--- src/rtl/ita_tile_scheduler.sv ---
// ITA tile scheduler: issues one calc_en per (outer, inner) tile with credit-based FIFO throttling.
// Optional perf counters enabled by defining ITA_TILE_SCHED_PERF_EN.
module ita_tile_scheduler #(
    parameter int unsigned CntW      = 8,
    parameter int unsigned PipeDepth = 10,
    parameter int unsigned FifoDepth = 8
) (
    input  logic            clk_i,
    input  logic            rst_ni,
    input  logic            cfg_valid_i,
    output logic            cfg_ready_o,
    input  logic [CntW-1:0] cfg_inner_tiles_i,
    input  logic [CntW-1:0] cfg_outer_tiles_i,
    input  logic            inp_valid_i,
    output logic            inp_ready_o,
    input  logic            weight_valid_i,
    output logic            weight_ready_o,
    input  logic            oup_pop_i,
    output logic            calc_en_o,
    output logic            first_inner_tile_o,
    output logic            last_inner_tile_o,
    output logic            busy_o,
    output logic            done_o
`ifdef ITA_TILE_SCHED_PERF_EN
    ,
    output logic [31:0]     stall_cycles_o,
    output logic [31:0]     starve_cycles_o
`endif
);

    localparam int unsigned CredW  = $clog2(FifoDepth + 1);
    localparam int unsigned DrainW = $clog2(PipeDepth + 1);
    localparam logic [CredW-1:0]  CredMax  = CredW'(FifoDepth);
    localparam logic [DrainW-1:0] DrainIni = DrainW'(PipeDepth - 1);

    typedef enum logic [1:0] {
        Idle,
        Run,
        Drain,
        Done
    } state_e;

    state_e            state_q, state_d;
    logic [CntW-1:0]   inner_tiles_q, inner_tiles_d;
    logic [CntW-1:0]   outer_tiles_q, outer_tiles_d;
    logic [CntW-1:0]   inner_cnt_q, inner_cnt_d;
    logic [CntW-1:0]   outer_cnt_q, outer_cnt_d;
    logic [CredW-1:0]  credits_q, credits_d;
    logic [DrainW-1:0] drain_cnt_q, drain_cnt_d;

    logic both_valid;
    logic is_last;
    logic is_final;
    logic credit_ok;
    logic issue;
    logic credit_dec;

    always_comb begin
        both_valid = inp_valid_i & weight_valid_i;
        is_last    = inner_cnt_q == (inner_tiles_q - CntW'(1));
        is_final   = is_last & (outer_cnt_q == (outer_tiles_q - CntW'(1)));
        credit_ok  = credits_q != '0;
        // Only the last inner tile pushes into the FIFO, so only it needs a credit.
        issue      = (state_q == Run) & both_valid & (~is_last | credit_ok);
        credit_dec = issue & is_last;
    end

    assign calc_en_o          = issue;
    assign inp_ready_o        = issue;
    assign weight_ready_o     = issue;
    assign first_inner_tile_o = issue & (inner_cnt_q == '0);
    assign last_inner_tile_o  = credit_dec;
    assign busy_o             = state_q != Idle;

    always_comb begin
        credits_d = credits_q;
        unique case ({credit_dec, oup_pop_i})
            2'b10: credits_d = credits_q - CredW'(1);
            2'b01: begin
                if (credits_q != CredMax) begin
                    credits_d = credits_q + CredW'(1);
                end
            end
            default: credits_d = credits_q;
        endcase
    end

    always_comb begin
        state_d       = state_q;
        inner_tiles_d = inner_tiles_q;
        outer_tiles_d = outer_tiles_q;
        inner_cnt_d   = inner_cnt_q;
        outer_cnt_d   = outer_cnt_q;
        drain_cnt_d   = drain_cnt_q;
        cfg_ready_o   = 1'b0;
        done_o        = 1'b0;
        unique case (state_q)
            Idle: begin
                cfg_ready_o = 1'b1;
                if (cfg_valid_i) begin
                    inner_tiles_d = cfg_inner_tiles_i;
                    outer_tiles_d = cfg_outer_tiles_i;
                    inner_cnt_d   = '0;
                    outer_cnt_d   = '0;
                    if ((cfg_inner_tiles_i == '0) || (cfg_outer_tiles_i == '0)) begin
                        state_d = Done;
                    end else begin
                        state_d = Run;
                    end
                end
            end
            Run: begin
                if (issue) begin
                    if (is_last) begin
                        inner_cnt_d = '0;
                        outer_cnt_d = outer_cnt_q + CntW'(1);
                    end else begin
                        inner_cnt_d = inner_cnt_q + CntW'(1);
                    end
                    if (is_final) begin
                        outer_cnt_d = '0;
                        drain_cnt_d = DrainIni;
                        state_d     = Drain;
                    end
                end
            end
            Drain: begin
                if (drain_cnt_q == '0) begin
                    state_d = Done;
                end else begin
                    drain_cnt_d = drain_cnt_q - DrainW'(1);
                end
            end
            Done: begin
                done_o  = 1'b1;
                state_d = Idle;
            end
            default: state_d = Idle;
        endcase
    end

    always_ff @(posedge clk_i or negedge rst_ni) begin
        if (!rst_ni) begin
            state_q       <= Idle;
            inner_tiles_q <= '0;
            outer_tiles_q <= '0;
            inner_cnt_q   <= '0;
            outer_cnt_q   <= '0;
            credits_q     <= CredMax;
            drain_cnt_q   <= '0;
        end else begin
            state_q       <= state_d;
            inner_tiles_q <= inner_tiles_d;
            outer_tiles_q <= outer_tiles_d;
            inner_cnt_q   <= inner_cnt_d;
            outer_cnt_q   <= outer_cnt_d;
            credits_q     <= credits_d;
            drain_cnt_q   <= drain_cnt_d;
        end
    end

`ifndef SYNTHESIS
    // A pop with every credit already home means the FIFO popped an entry we never pushed.
    credit_overflow_a : assert property (@(posedge clk_i) disable iff (!rst_ni)
        !(oup_pop_i && !credit_dec && (credits_q == CredMax)))
        else $error("credit overflow");
`endif

`ifdef ITA_TILE_SCHED_PERF_EN
    logic [31:0] stall_cycles_q, stall_cycles_d;
    logic [31:0] starve_cycles_q, starve_cycles_d;

    always_comb begin
        stall_cycles_d  = stall_cycles_q;
        starve_cycles_d = starve_cycles_q;
        if ((state_q == Idle) && cfg_valid_i) begin
            stall_cycles_d  = '0;
            starve_cycles_d = '0;
        end else if (state_q == Run) begin
            if (both_valid && is_last && !credit_ok && (stall_cycles_q != '1)) begin
                stall_cycles_d = stall_cycles_q + 32'd1;
            end
            if (!both_valid && (starve_cycles_q != '1)) begin
                starve_cycles_d = starve_cycles_q + 32'd1;
            end
        end
    end

    always_ff @(posedge clk_i or negedge rst_ni) begin
        if (!rst_ni) begin
            stall_cycles_q  <= '0;
            starve_cycles_q <= '0;
        end else begin
            stall_cycles_q  <= stall_cycles_d;
            starve_cycles_q <= starve_cycles_d;
        end
    end

    assign stall_cycles_o  = stall_cycles_q;
    assign starve_cycles_o = starve_cycles_q;
`endif

endmodule

--- config.mk ---
export PLATFORM = sky130hd
export DESIGN_NAME = ita_tile_scheduler
export DESIGN_NICKNAME = d
export VERILOG_FILES = /design/src/rtl/ita_tile_scheduler.sv
export SDC_FILE = /design/constraint.sdc
export NUM_CORES = 1
export LEC_CHECK = 0
export CAP_MARGIN = 15
export CORE_MARGIN = 2
export CORE_UTILIZATION = 57
export CTS_CLUSTER_SIZE = 25
export DETAILED_ROUTE_END_ITERATION = 10
export PLACE_DENSITY_LB_ADDON = 0.05
export SLEW_MARGIN = 20
export SYNTH_ARGS = -nofsm -noshare
export SYNTH_HDL_FRONTEND = slang
export SYNTH_SLANG_ARGS = --single-unit
--- constraint.sdc ---
create_clock -name clk_i -period 3.5 [get_ports clk_i]
set_clock_uncertainty 0.05 [all_clocks]
set_input_delay 0.35 -clock clk_i [delete_from_list [all_inputs] [get_ports clk_i]]
set_output_delay 0.35 -clock clk_i [all_outputs]
set_load 0.02 [all_outputs]
==> results of run 1 <==
## sequential cells by signal, summed over array words and instances, names as in the netlist
name / cells
credits_q: 4
outer_cnt_q: 8
inner_cnt_q: 8
inner_tiles_q: 8
drain_cnt_q: 4
outer_tiles_q: 8
state_q: 2
## worst register-to-register path: cells and delay by family (launching register included)
| kind | cells | cell delay, ns |
|---|---|---|
| adders and majority gates | 1 | 0.24 |
| AOI/OAI and AO/OA | 6 | 0.86 |
| DFF | 1 | 0.46 |
| and+or+nand+nor | 5 | 1.57 |
## metal layers
metal | GRT usage | share of wire | up-vias
li1 | - | - | 1222
met1 | 0.306 | 0.44 | 1215
met2 | 0.415 | 0.51 | 35
met3 | 0.0291 | 0.027 | 10
met4 | 0.0916 | 0.017 | 0
met5 | 0 | 0 | -
## kinds of logic (layout without fill, tap and decap cells)
| kind of cell | Yosys count | after routing | share of synthesized area |
|---|---|---|---|
| compound gates | 74 | 74 | 0.184 |
| xor+xnor | 23 | 23 | 0.0685 |
| simple gates | 98 | 98 | 0.180 |
| fa+ha+maj | 13 | 13 | 0.0578 |
| buf+inv | 40 | 72 | 0.0548 |
| mux | 26 | 26 | 0.0969 |
| flops | 42 | 42 | 0.358 |
## final cells by class
| cell class | count | area (um^2) | area share |
|---|---|---|---|
| Multi-Input combinational cell | 234 | 1740 | 0.506 |
| Sequential cell | 42 | 1050 | 0.306 |
| Timing Repair Buffer | 38 | 353 | 0.102 |
| Inverter | 26 | 97.6 | 0.0283 |
| Tap cell | 70 | 87.6 | 0.0254 |
| Clock buffer | 6 | 72.6 | 0.0211 |
| Clock inverter | 2 | 37.5 | 0.0109 |
## worst max path at each step
stage / to / cells after the start / startpoint / slack (ns)
5_1_grt: first_inner_tile_o / 9 / inner_tiles_q[1] / 0.008
2_1_floorplan: credits_q[3] / 15 / inner_tiles_q[0] / 0.34
3_3_place_gp: credits_q[3] / 13 / inner_tiles_q[0] / 0.24
3_5_place_dp: credits_q[3] / 13 / inner_tiles_q[0] / 0.15
4_1_cts: first_inner_tile_o / 9 / inner_tiles_q[0] / 0.06
6_report: first_inner_tile_o / 8 / inner_tiles_q[2] / 0.18
## cells in the final DEF, fill, tap and decap left out, types with 3 or more instances in the layout
cell type and count:
dfrtp_1 39, clkdlybuf4s50_1 28, inv_1 25, nor2_1 21, mux2_2 20, xnor2_1 17
o21ai_0 15, nand2_1 15, ha_1 12, nor3_1 10, nor4_1 10, a21oi_1 9
buf_4 9, nand3_1 8, and3_1 7, nand2b_1 6, xor2_1 6, mux2i_1 6
or3_1 5, a211oi_1 5, clkbuf_8 5, nand4_1 4, o2bb2ai_1 4, o22ai_1 3
a22o_1 3, o21bai_1 3, o41ai_1 3, a21o_1 3
## power breakdown
group,total [mW],switching [mW],internal (mW)
Clock,0.392,0.179,0.213
Combinational,1.39,0.726,0.666
Sequential,0.879,0.215,0.664
Total,2.66,1.12,1.54
## what timing repair did
item                       4_1_cts  5_1_grt
setup endpoints to repair        1        2
pin swaps                        0        0
gates resized for setup          1        4
==> metrics.cfg, run 1 <==
[timing]
fin_crit_ns = 3.32
drv_slew = 0
holdWs_ns = 0.133
finalCritPeriodShare = 0.949
max_freq_mhz = 301
final-setup-viol-count = 0
tightest_slew_ns = 0.963
finalSetupTns_ns = 0
hold_violations = 0
rsz0062_at_grt = no
slew_headroom = 0.358
worst_slack_ns = 0.178

[synthesis]
yosysUniqueCellTypes = 59
synthArstFlopShare = 1.00
syn_nets = 351
ys_seq_elements = 42
netlist.top_cell.by_area = dfrtp_1
synth_area_per_cell_um2 = 9.31
syn_area_um2 = 2940
ys_warn_count = 0
synthTopCellsByArea = dfrtp_1, mux2_2, ha_1
yosys-top-cells-count = dfrtp_1, inv_1, nor2_1, mux2_2, xnor2_1
ys_seq_area_frac = 0.358
synth.most_common_cell = dfrtp_1
synthCells = 316
synth-edff-count = 0
synth_flop_cell = dfrtp_1
synth_top_area_share = 0.349

[placed_design]
gp_congestion = 0.847
detailed_place.area_um2 = 3320
dp_slack_ns = 0.155
numPortBuffers = 29
dp.cells = 410
dp_hpwl_um = 4900

[clock_network]
htreeDepth = 2
clk_latency_ns = 0.30
clockBufferDepth = 2
clock-root-buffer = clkbuf_8
cts_buffers = 5
path_clk_slew_ns = 0.08
cts_setup_buffers = 0
holdBufCountCts = 0
clock_sinks = 42
cts_tree = built

[critical_path]
crit-reg2reg-capture = credits_q[3]
crit_arrival_ns = 2.92
critPathCaptureType = output pin
crit_buf_inv = 2
critPathRequiredTime_ns = 3.10
path_delay_family = simple AND/OR/NAND/NOR gates
crit_path_max_fanout = 7
cp_slowest_stage_delay_ns = 0.59
r2r_setup_slack_ns = 0.26
critPathMostFrequentCell = and3_1
crit_chain = nor3_1, and3_1, o22ai_1, or4_4, o31ai_2, inv_1, and3_1, clkdlybuf4s50_1
cp_slowest_cell = or4_4
reg2reg_from = inner_tiles_q[2]
critPathKind = flop to output pin
r2r_cells = 12
start_kind = flop

[floorplan]
die-area_um2 = 5750
coreArea_um2 = 5040
ios = 30
row_count = 26
die_w_um = 75.9
die_h_um = 75.9
start_util = 0.584

[grt]
grt_usage = 0.240
grt_overflow_total = 0
grt_pass1_vias = 2316
grt_pass1_wl_um = 10500
antenna_found_initial = 0
grt_start_max_net_pins = 43

[routing]
finalWirelength_um = 6480
vias_per_cell = 5.94
drt_iter0_markers = 122
dr_total_vias = 2482
postRouteAntennaNets = 0
avgRoutedWirePerCell_um = 15.5
drtPass1Iterations = 4
drc = 0

[final_layout]
drive_gt1_frac = 0.144
nets = 382
antennaDiodeCount = 0
fin_util = 0.684
fillers = 419
area_delta_synth_final_pct = 17.1
fin_area_um2 = 3450
stdcell_count = 418

[outcome]
status = finished, final reports clean

[power_and_ir_drop]
power_density_nw_per_um2 = 773
power.total_mw = 2.66
ir_drop_mv = 0.399
power.leakage_nw = 1.42

[flow_run]
max_cap_viol_count = 0

[min_path]
hp-class = primary input to asynchronous set/reset pin

(Power assumes the default switching activity.)
==> inputs of run 2 (changes only) <==
--- a/config.mk
+++ b/config.mk
@@ -5,6 +5,7 @@
 export SDC_FILE = /design/constraint.sdc
 export NUM_CORES = 1
 export LEC_CHECK = 0
+export ABC_CLOCK_PERIOD_IN_PS = 3500
 export CAP_MARGIN = 15
 export CORE_MARGIN = 2
 export CORE_UTILIZATION = 57
==> results of run 2 <==
No change in the layout: final DEF, timing and power equal those of run 1.
